## config.mk

```make
export PLATFORM = sky130hd
export DESIGN_NAME = fpu_addsub_scheduler_flat
export DESIGN_NICKNAME = d
export VERILOG_FILES = /design/src/rtl/fpu_addsub_scheduler_pkg.sv /design/src/rtl/fpu_addsub_scheduler_if.sv /design/src/rtl/fpu_addsub_scheduler_rr_arbiter2.sv /design/src/rtl/fpu_addsub_scheduler.sv /design/src/flat_wrapper.sv
export SDC_FILE = /design/constraint.sdc
export NUM_CORES = 1
export LEC_CHECK = 0
export BUFFER_PORTS_ARGS = -buffer_cell sky130_fd_sc_hd__buf_4
export CAP_MARGIN = 20
export CORE_AREA = 2 2 113 115
export DETAILED_ROUTE_END_ITERATION = 10
export DIE_AREA = 0 0 115 117
export HOLD_SLACK_MARGIN = 0.08
export MAX_ROUTING_LAYER = met4
export PLACE_DENSITY = 0.51
export SLEW_MARGIN = 5
export SYNTH_ARGS = -nofsm -noshare
export SYNTH_HDL_FRONTEND = slang
export SYNTH_SLANG_ARGS = --single-unit
```

## constraint.sdc

```tcl
create_clock -name clk -period 4.55 [get_ports clk]
set_input_delay 0.6825 -clock clk [delete_from_list [all_inputs] [get_ports clk]]
set_output_delay 0.6825 -clock clk [all_outputs]
set_load 0.005 [all_outputs]
```

## src/rtl/fpu_addsub_scheduler_pkg.sv

```systemverilog
// Shared FPU constants: operand/tag widths and the add/sub operation encoding.
package fpu_pkg;

    localparam int FPU_DATA_SIZE = 32;
    localparam int FPU_TAG_SIZE  = 4;

    localparam logic FPU_OP_ADD = 1'b0;
    localparam logic FPU_OP_SUB = 1'b1;

    typedef logic [FPU_TAG_SIZE-1:0] fpu_tag_t;

endpackage

```

## src/rtl/fpu_addsub_scheduler_if.sv

```systemverilog
// Request, issue and result bundle between the FPU front-end, the scheduler and the stage chain.
interface fpu_addsub_scheduler_if
    import fpu_pkg::*;
#(
    parameter int DATA_SIZE = FPU_DATA_SIZE,
    parameter int TAG_SIZE  = FPU_TAG_SIZE,
    parameter int STAGES    = 4
);

    logic                         req0_valid;
    logic                         req0_ready;
    logic [DATA_SIZE-1:0]         req0_operand1;
    logic [DATA_SIZE-1:0]         req0_operand2;
    logic                         req0_operation;
    logic [TAG_SIZE-1:0]          req0_tag;

    logic                         req1_valid;
    logic                         req1_ready;
    logic [DATA_SIZE-1:0]         req1_operand1;
    logic [DATA_SIZE-1:0]         req1_operand2;
    logic                         req1_operation;
    logic [TAG_SIZE-1:0]          req1_tag;

    logic [DATA_SIZE-1:0]         issue_operand1;
    logic [DATA_SIZE-1:0]         issue_operand2;
    logic                         issue_operation;
    logic [STAGES-1:0]            stage_enable;
    logic [DATA_SIZE-1:0]         pipe_result;

    logic                         res_valid;
    logic                         res_ready;
    logic [DATA_SIZE-1:0]         res_data;
    logic [TAG_SIZE-1:0]          res_tag;
    logic                         res_port;

    logic [$clog2(STAGES+1)-1:0]  in_flight;
    logic                         busy;

    modport master (
        output req0_valid, req0_operand1, req0_operand2, req0_operation, req0_tag,
        output req1_valid, req1_operand1, req1_operand2, req1_operation, req1_tag,
        output pipe_result, res_ready,
        input  req0_ready, req1_ready,
        input  issue_operand1, issue_operand2, issue_operation, stage_enable,
        input  res_valid, res_data, res_tag, res_port, in_flight, busy
    );

    modport slave (
        input  req0_valid, req0_operand1, req0_operand2, req0_operation, req0_tag,
        input  req1_valid, req1_operand1, req1_operand2, req1_operation, req1_tag,
        input  pipe_result, res_ready,
        output req0_ready, req1_ready,
        output issue_operand1, issue_operand2, issue_operation, stage_enable,
        output res_valid, res_data, res_tag, res_port, in_flight, busy
    );

endinterface

```

## src/rtl/fpu_addsub_scheduler_rr_arbiter2.sv

```systemverilog
// Two-requester round-robin arbiter; the pointer only moves when a request is actually accepted.
module rr_arbiter2 (
    input  logic clk,
    input  logic reset,
    input  logic valid0,
    input  logic valid1,
    input  logic advance,
    output logic grant,
    output logic ready0,
    output logic ready1
);

    logic rr;

    // Pointer picks only under contention; a lone requester always wins.
    always_comb begin
        grant = 1'b0;
        if (valid0 && valid1) begin
            grant = rr;
        end else if (valid1) begin
            grant = 1'b1;
        end
    end

    assign ready0 = advance && !grant && valid0;
    assign ready1 = advance &&  grant && valid1;

    always_ff @(posedge clk) begin
        if (!reset) begin
            rr <= 1'b0;
        end else if (ready0 || ready1) begin
            rr <= !grant;
        end
    end

endmodule

```

## src/rtl/fpu_addsub_scheduler.sv

```systemverilog
// Issue controller for the add/sub pipeline: arbitration, stage enables, per-stage valid/tag/port tracking.
// Optional FPU_SCHED_FLUSH_EN adds a flush input that empties the pipe while keeping the arbiter pointer.
module fpu_addsub_scheduler
    import fpu_pkg::*;
#(
    parameter int DATA_SIZE = FPU_DATA_SIZE,
    parameter int TAG_SIZE  = FPU_TAG_SIZE,
    parameter int STAGES    = 4
) (
    input logic clk,
    input logic reset,
`ifdef FPU_SCHED_FLUSH_EN
    input logic flush,
`endif
    fpu_addsub_scheduler_if.slave bus
);

    localparam int CNT_W = $clog2(STAGES + 1);

    logic [STAGES-1:0]   v;
    logic [STAGES-1:0]   p;
    logic [TAG_SIZE-1:0] t [STAGES];
    logic [CNT_W-1:0]    in_flight;

    logic flush_now;
    logic advance;
    logic issue_ok;
    logic grant;
    logic ready0;
    logic ready1;
    logic accept;
    logic res_valid;
    logic res_fire;

`ifdef FPU_SCHED_FLUSH_EN
    assign flush_now = flush;
`else
    assign flush_now = 1'b0;
`endif

    // Whole pipe moves in lockstep; only a held result at the tail can stall it.
    assign advance  = !v[STAGES-1] || bus.res_ready;
    assign issue_ok = advance && reset && !flush_now;

    rr_arbiter2 u_arb (
        .clk    (clk),
        .reset  (reset),
        .valid0 (bus.req0_valid),
        .valid1 (bus.req1_valid),
        .advance(issue_ok),
        .grant  (grant),
        .ready0 (ready0),
        .ready1 (ready1)
    );

    assign accept    = ready0 || ready1;
    assign res_valid = v[STAGES-1] && reset && !flush_now;
    assign res_fire  = res_valid && bus.res_ready;

    always_comb begin
        bus.issue_operand1  = bus.req0_operand1;
        bus.issue_operand2  = bus.req0_operand2;
        bus.issue_operation = bus.req0_operation;
        if (grant) begin
            bus.issue_operand1  = bus.req1_operand1;
            bus.issue_operand2  = bus.req1_operand2;
            bus.issue_operation = bus.req1_operation;
        end
    end

    always_ff @(posedge clk) begin
        if (!reset) begin
            v         <= '0;
            p         <= '0;
            in_flight <= '0;
            for (int i = 0; i < STAGES; i++) begin
                t[i] <= '0;
            end
        end else if (flush_now) begin
            v         <= '0;
            in_flight <= '0;
        end else begin
            if (advance) begin
                v    <= {v[STAGES-2:0], accept};
                p    <= {p[STAGES-2:0], grant};
                t[0] <= grant ? bus.req1_tag : bus.req0_tag;
                for (int i = 1; i < STAGES; i++) begin
                    t[i] <= t[i-1];
                end
            end
            case ({accept, res_fire})
                2'b10:   in_flight <= in_flight + CNT_W'(1);
                2'b01:   in_flight <= in_flight - CNT_W'(1);
                default: in_flight <= in_flight;
            endcase
        end
    end

    assign bus.req0_ready   = ready0;
    assign bus.req1_ready   = ready1;
    assign bus.stage_enable = {STAGES{advance}};
    assign bus.res_valid    = res_valid;
    assign bus.res_data     = bus.pipe_result;
    assign bus.res_tag      = t[STAGES-1];
    assign bus.res_port     = p[STAGES-1];
    assign bus.in_flight    = in_flight;
    assign bus.busy         = (in_flight != '0);

endmodule

```

## src/flat_wrapper.sv

```systemverilog
// flat-port wrapper written by rule: the top's interface ports become plain ports
module fpu_addsub_scheduler_flat import fpu_pkg::*;
#(
    parameter int DATA_SIZE = FPU_DATA_SIZE,
    parameter int TAG_SIZE  = FPU_TAG_SIZE,
    parameter int STAGES    = 4
)
  (clk, reset, bus_req0_valid, bus_req0_operand1, bus_req0_operand2, bus_req0_operation, bus_req0_tag, bus_req1_valid, bus_req1_operand1, bus_req1_operand2, bus_req1_operation, bus_req1_tag, bus_pipe_result, bus_res_ready, bus_req0_ready, bus_req1_ready, bus_issue_operand1, bus_issue_operand2, bus_issue_operation, bus_stage_enable, bus_res_valid, bus_res_data, bus_res_tag, bus_res_port, bus_in_flight, bus_busy);
  fpu_addsub_scheduler_if #(.DATA_SIZE(DATA_SIZE), .TAG_SIZE(TAG_SIZE), .STAGES(STAGES)) bus_i ();
  input logic clk;
  input logic reset;
  input wire logic [$bits(bus_i.req0_valid)-1:0] bus_req0_valid;
  input wire logic [$bits(bus_i.req0_operand1)-1:0] bus_req0_operand1;
  input wire logic [$bits(bus_i.req0_operand2)-1:0] bus_req0_operand2;
  input wire logic [$bits(bus_i.req0_operation)-1:0] bus_req0_operation;
  input wire logic [$bits(bus_i.req0_tag)-1:0] bus_req0_tag;
  input wire logic [$bits(bus_i.req1_valid)-1:0] bus_req1_valid;
  input wire logic [$bits(bus_i.req1_operand1)-1:0] bus_req1_operand1;
  input wire logic [$bits(bus_i.req1_operand2)-1:0] bus_req1_operand2;
  input wire logic [$bits(bus_i.req1_operation)-1:0] bus_req1_operation;
  input wire logic [$bits(bus_i.req1_tag)-1:0] bus_req1_tag;
  input wire logic [$bits(bus_i.pipe_result)-1:0] bus_pipe_result;
  input wire logic [$bits(bus_i.res_ready)-1:0] bus_res_ready;
  output wire logic [$bits(bus_i.req0_ready)-1:0] bus_req0_ready;
  output wire logic [$bits(bus_i.req1_ready)-1:0] bus_req1_ready;
  output wire logic [$bits(bus_i.issue_operand1)-1:0] bus_issue_operand1;
  output wire logic [$bits(bus_i.issue_operand2)-1:0] bus_issue_operand2;
  output wire logic [$bits(bus_i.issue_operation)-1:0] bus_issue_operation;
  output wire logic [$bits(bus_i.stage_enable)-1:0] bus_stage_enable;
  output wire logic [$bits(bus_i.res_valid)-1:0] bus_res_valid;
  output wire logic [$bits(bus_i.res_data)-1:0] bus_res_data;
  output wire logic [$bits(bus_i.res_tag)-1:0] bus_res_tag;
  output wire logic [$bits(bus_i.res_port)-1:0] bus_res_port;
  output wire logic [$bits(bus_i.in_flight)-1:0] bus_in_flight;
  output wire logic [$bits(bus_i.busy)-1:0] bus_busy;
  assign bus_i.req0_valid = bus_req0_valid;
  assign bus_i.req0_operand1 = bus_req0_operand1;
  assign bus_i.req0_operand2 = bus_req0_operand2;
  assign bus_i.req0_operation = bus_req0_operation;
  assign bus_i.req0_tag = bus_req0_tag;
  assign bus_i.req1_valid = bus_req1_valid;
  assign bus_i.req1_operand1 = bus_req1_operand1;
  assign bus_i.req1_operand2 = bus_req1_operand2;
  assign bus_i.req1_operation = bus_req1_operation;
  assign bus_i.req1_tag = bus_req1_tag;
  assign bus_i.pipe_result = bus_pipe_result;
  assign bus_i.res_ready = bus_res_ready;
  assign bus_req0_ready = bus_i.req0_ready;
  assign bus_req1_ready = bus_i.req1_ready;
  assign bus_issue_operand1 = bus_i.issue_operand1;
  assign bus_issue_operand2 = bus_i.issue_operand2;
  assign bus_issue_operation = bus_i.issue_operation;
  assign bus_stage_enable = bus_i.stage_enable;
  assign bus_res_valid = bus_i.res_valid;
  assign bus_res_data = bus_i.res_data;
  assign bus_res_tag = bus_i.res_tag;
  assign bus_res_port = bus_i.res_port;
  assign bus_in_flight = bus_i.in_flight;
  assign bus_busy = bus_i.busy;
  fpu_addsub_scheduler #(.DATA_SIZE(DATA_SIZE), .TAG_SIZE(TAG_SIZE), .STAGES(STAGES)) u_core (.clk(clk), .reset(reset), .bus(bus_i));
endmodule
```

==> impl_metrics.tcl <==
set metrics [dict create \
    ant_nets 0 \
    tightest_slew_ns 0.753 \
    power.leakage_nw 2.02 \
    worstHoldPathCells 2 \
    die_area_sq_mm 0.0135 \
    synth.distinct_cells 26 \
    yosysWarnings 0 \
    critPathRequiredTime_ns 3.87 \
    grt_pass1_wl_microns 14300 \
    initial_core_util_pct 19.3 \
    vias 2251 \
    cp.arrival_ns 2.44 \
    place.port_buffers 223 \
    drt-initial-drc-count 65 \
    cts_buffers 3 \
    antenna_found_initial 0 \
    grt_setup_unrepaired "no" \
    synth.avg_cell_area_sq_um 10.8 \
    grt_use_total_pct 15.2 \
    firstDrtPassIters 4 \
    finish.instance_area_sq_mm 0.00396 \
    die_h_microns 117 \
    cts_setup_buffers 0 \
    period_share_pct 68.6 \
    finalMaxSlewViolations 0 \
    viasPerCell 4.09 \
    finClkSkew_ns 0.00596 \
    clk_latency_ns 0.26 \
    hold_ws_ns 0.456 \
    wl_per_cell_microns 20.2 \
    min_to "u_core.v[1]" \
    met2_usage_pct 27.4 \
    clk_pin_slew_ns 0.06 \
    synth-edff-count 16 \
    reg2reg_depth 9 \
    die_w_microns 115 \
    criticalPathCategory "in2out" \
    syn_area_sq_mm 0.00238 \
    route.detailed.drc 0 \
    clock_sinks 28 \
    rows 41 \
    clk_path_buf_depth 2 \
    cp-start-kind "primary input" \
    ir_drop_mv 0.125 \
    cts_root_buffer "clkbuf_16" \
    hold_viol 0 \
    ys_seq_area_share_pct 30.3 \
    period_needed_ns 3.12 \
    io_pins 288 \
    gp_congestion 0.799 \
    finalNonFillerCells 551 \
    regToRegEndpoint "u_core.bus.in_flight[2]" \
    nets 579 \
    grtUsageMet3_pct 4.63 \
    final.setup.tns_ns 0 \
    final_common_cell "buf_4" \
    cp_max_fo 33 \
    cts_resized 0 \
    yosys_register_bits 28 \
    netlist_instances 221 \
    relSlewSlack_pct 49.7 \
    worstHoldStart "u_core.v[1]" \
    drive_above_1_share_pct 73.8 \
    p_per_area_mw_per_mm2 205 \
    fill_cells 1282 \
    ctsHoldBuffers 0 \
    synth_flop_cell "edfxtp_1" \
    synth_nets 398 \
    cts_tree "built" \
    r2r_slack_ns 2.02 \
    r2r-start "u_core.v[3]" \
    grt_max_degree 34 \
    hold_path.class "reg2reg" \
    placed_area_sq_mm 0.00388 \
    async_reset_ff_share_pct 0 \
    grt_use_met1_pct 16.7 \
    fmax_ghz 0.320 \
    area_growth_pct 66.5 \
    final_cell_mix "226 x buf_4, 37 x mux2_2, 28 x mux2_4" \
    dp_cells 547 \
    worstSetupEndpointType "primary output" \
    coreArea_sq_mm 0.0123 \
    max_cap_violations 0 \
    htree_num_levels 1 \
    antennaDiodeCount 0 \
    grt.overflow.total 0 \
    finalSetupViolations 0 \
    wirelength_microns 11100 \
    status "finished, final reports clean" \
    dp_hpwl_microns 9770 \
    busiest_layer "met2" \
    grt_pass1_vias 2137 \
    p_total_mw 0.813 \
]
==> kinds of logic after synthesis <==
group | after synthesis | synth area share, %
multiplexers | 65 | 35.2
flip-flops | 28 | 30.3
XOR/XNOR | 2 | 0.736
AND/OR/NAND/NOR | 48 | 11.1
AO/OA/AOI/OAI | 20 | 4.36
adder cells (fa/ha/maj) | 2 | 1.37
buffers and inverters | 56 | 16.9
==> critical path: stages <==
cell	delay [ns]
buf_4	0.11
nor2b_4	0.22
nand2b_4	0.49
buf_4	0.40
mux2_2	0.38
buf_4	0.13
==> power by group <==
part           internal, mW  switching (mW)  total [mW]
Sequential            0.281         0.00604       0.287
Clock                 0.118          0.0816       0.199
Combinational         0.219           0.108       0.326
==> through the flow <==
step                worst slack [ns]  utilization (%)
floorplan                       2.06                -
global placement                1.46             31.5
detailed placement              1.40             31.5
CTS                             1.41             32.2
global route                    1.31             32.2
finish                          1.43             32.2
==> Yosys cell counts (2+ instances only) <==
cell      number  area, sq um
buf_4         39          293
mux2_2        37          417
mux2_4        28          420
edfxtp_1      16          480
and3_1        14         87.6
a21oi_1       13         65.1
nand2_1       13         48.8
dfxtp_1       12          240
nor2_1         8         30.0
inv_1          6         22.5
o21ai_0        6         30.0
clkbuf_1       5         18.8
nand3b_1       4         30.0
buf_6          3         33.8
or3_1          3         18.8
buf_8          2         30.0
nor3_1         2         10.0
xor2_1         2         17.5
==> cell type report <==
class | count | area [sq um] | area share, %
clock buffers | 3 | 75.1 | 1.89
clock inverters | 1 | 3.75 | 0.0947
inverters | 6 | 22.5 | 0.568
multi-input cells | 137 | 1260 | 31.7
flip-flops and latches | 28 | 721 | 18.2
well taps | 150 | 188 | 4.74
repair buffers | 226 | 1700 | 42.8
==> registers in the layout (all words and copies together) (netlist names) <==
name and count:
u_core.bus.in_flight 3, u_core.t 16, u_core.p 4, u_core.v 4, u_core.u_arb.rr 1
==> routing by layer <==
| metal | share of wire [%] | wire, microns |
|---|---|---|
| met3 | 7.7 | 858 |
| met4 | 1.4 | 157 |
| met5 | 0 | 0 |
| met2 | 55 | 6080 |
| met1 | 36 | 4050 |
==> worst max-delay path by stage <==
| stage | start | to | cells after the start |
|---|---|---|---|
| after detailed placement | bus_req0_valid | bus_issue_operand1[29] | 6 |
| final | bus_req0_valid | bus_issue_operand2[6] | 6 |
| after global routing | bus_req0_valid | bus_issue_operation | 6 |
| after floorplan | bus_res_ready | u_core.bus.in_flight[2] | 10 |
| after global placement | bus_req0_valid | bus_issue_operand2[1] | 6 |
| after CTS | bus_req0_valid | bus_issue_operand1[29] | 6 |
Note: power is estimated with default switching activity, not from simulation.
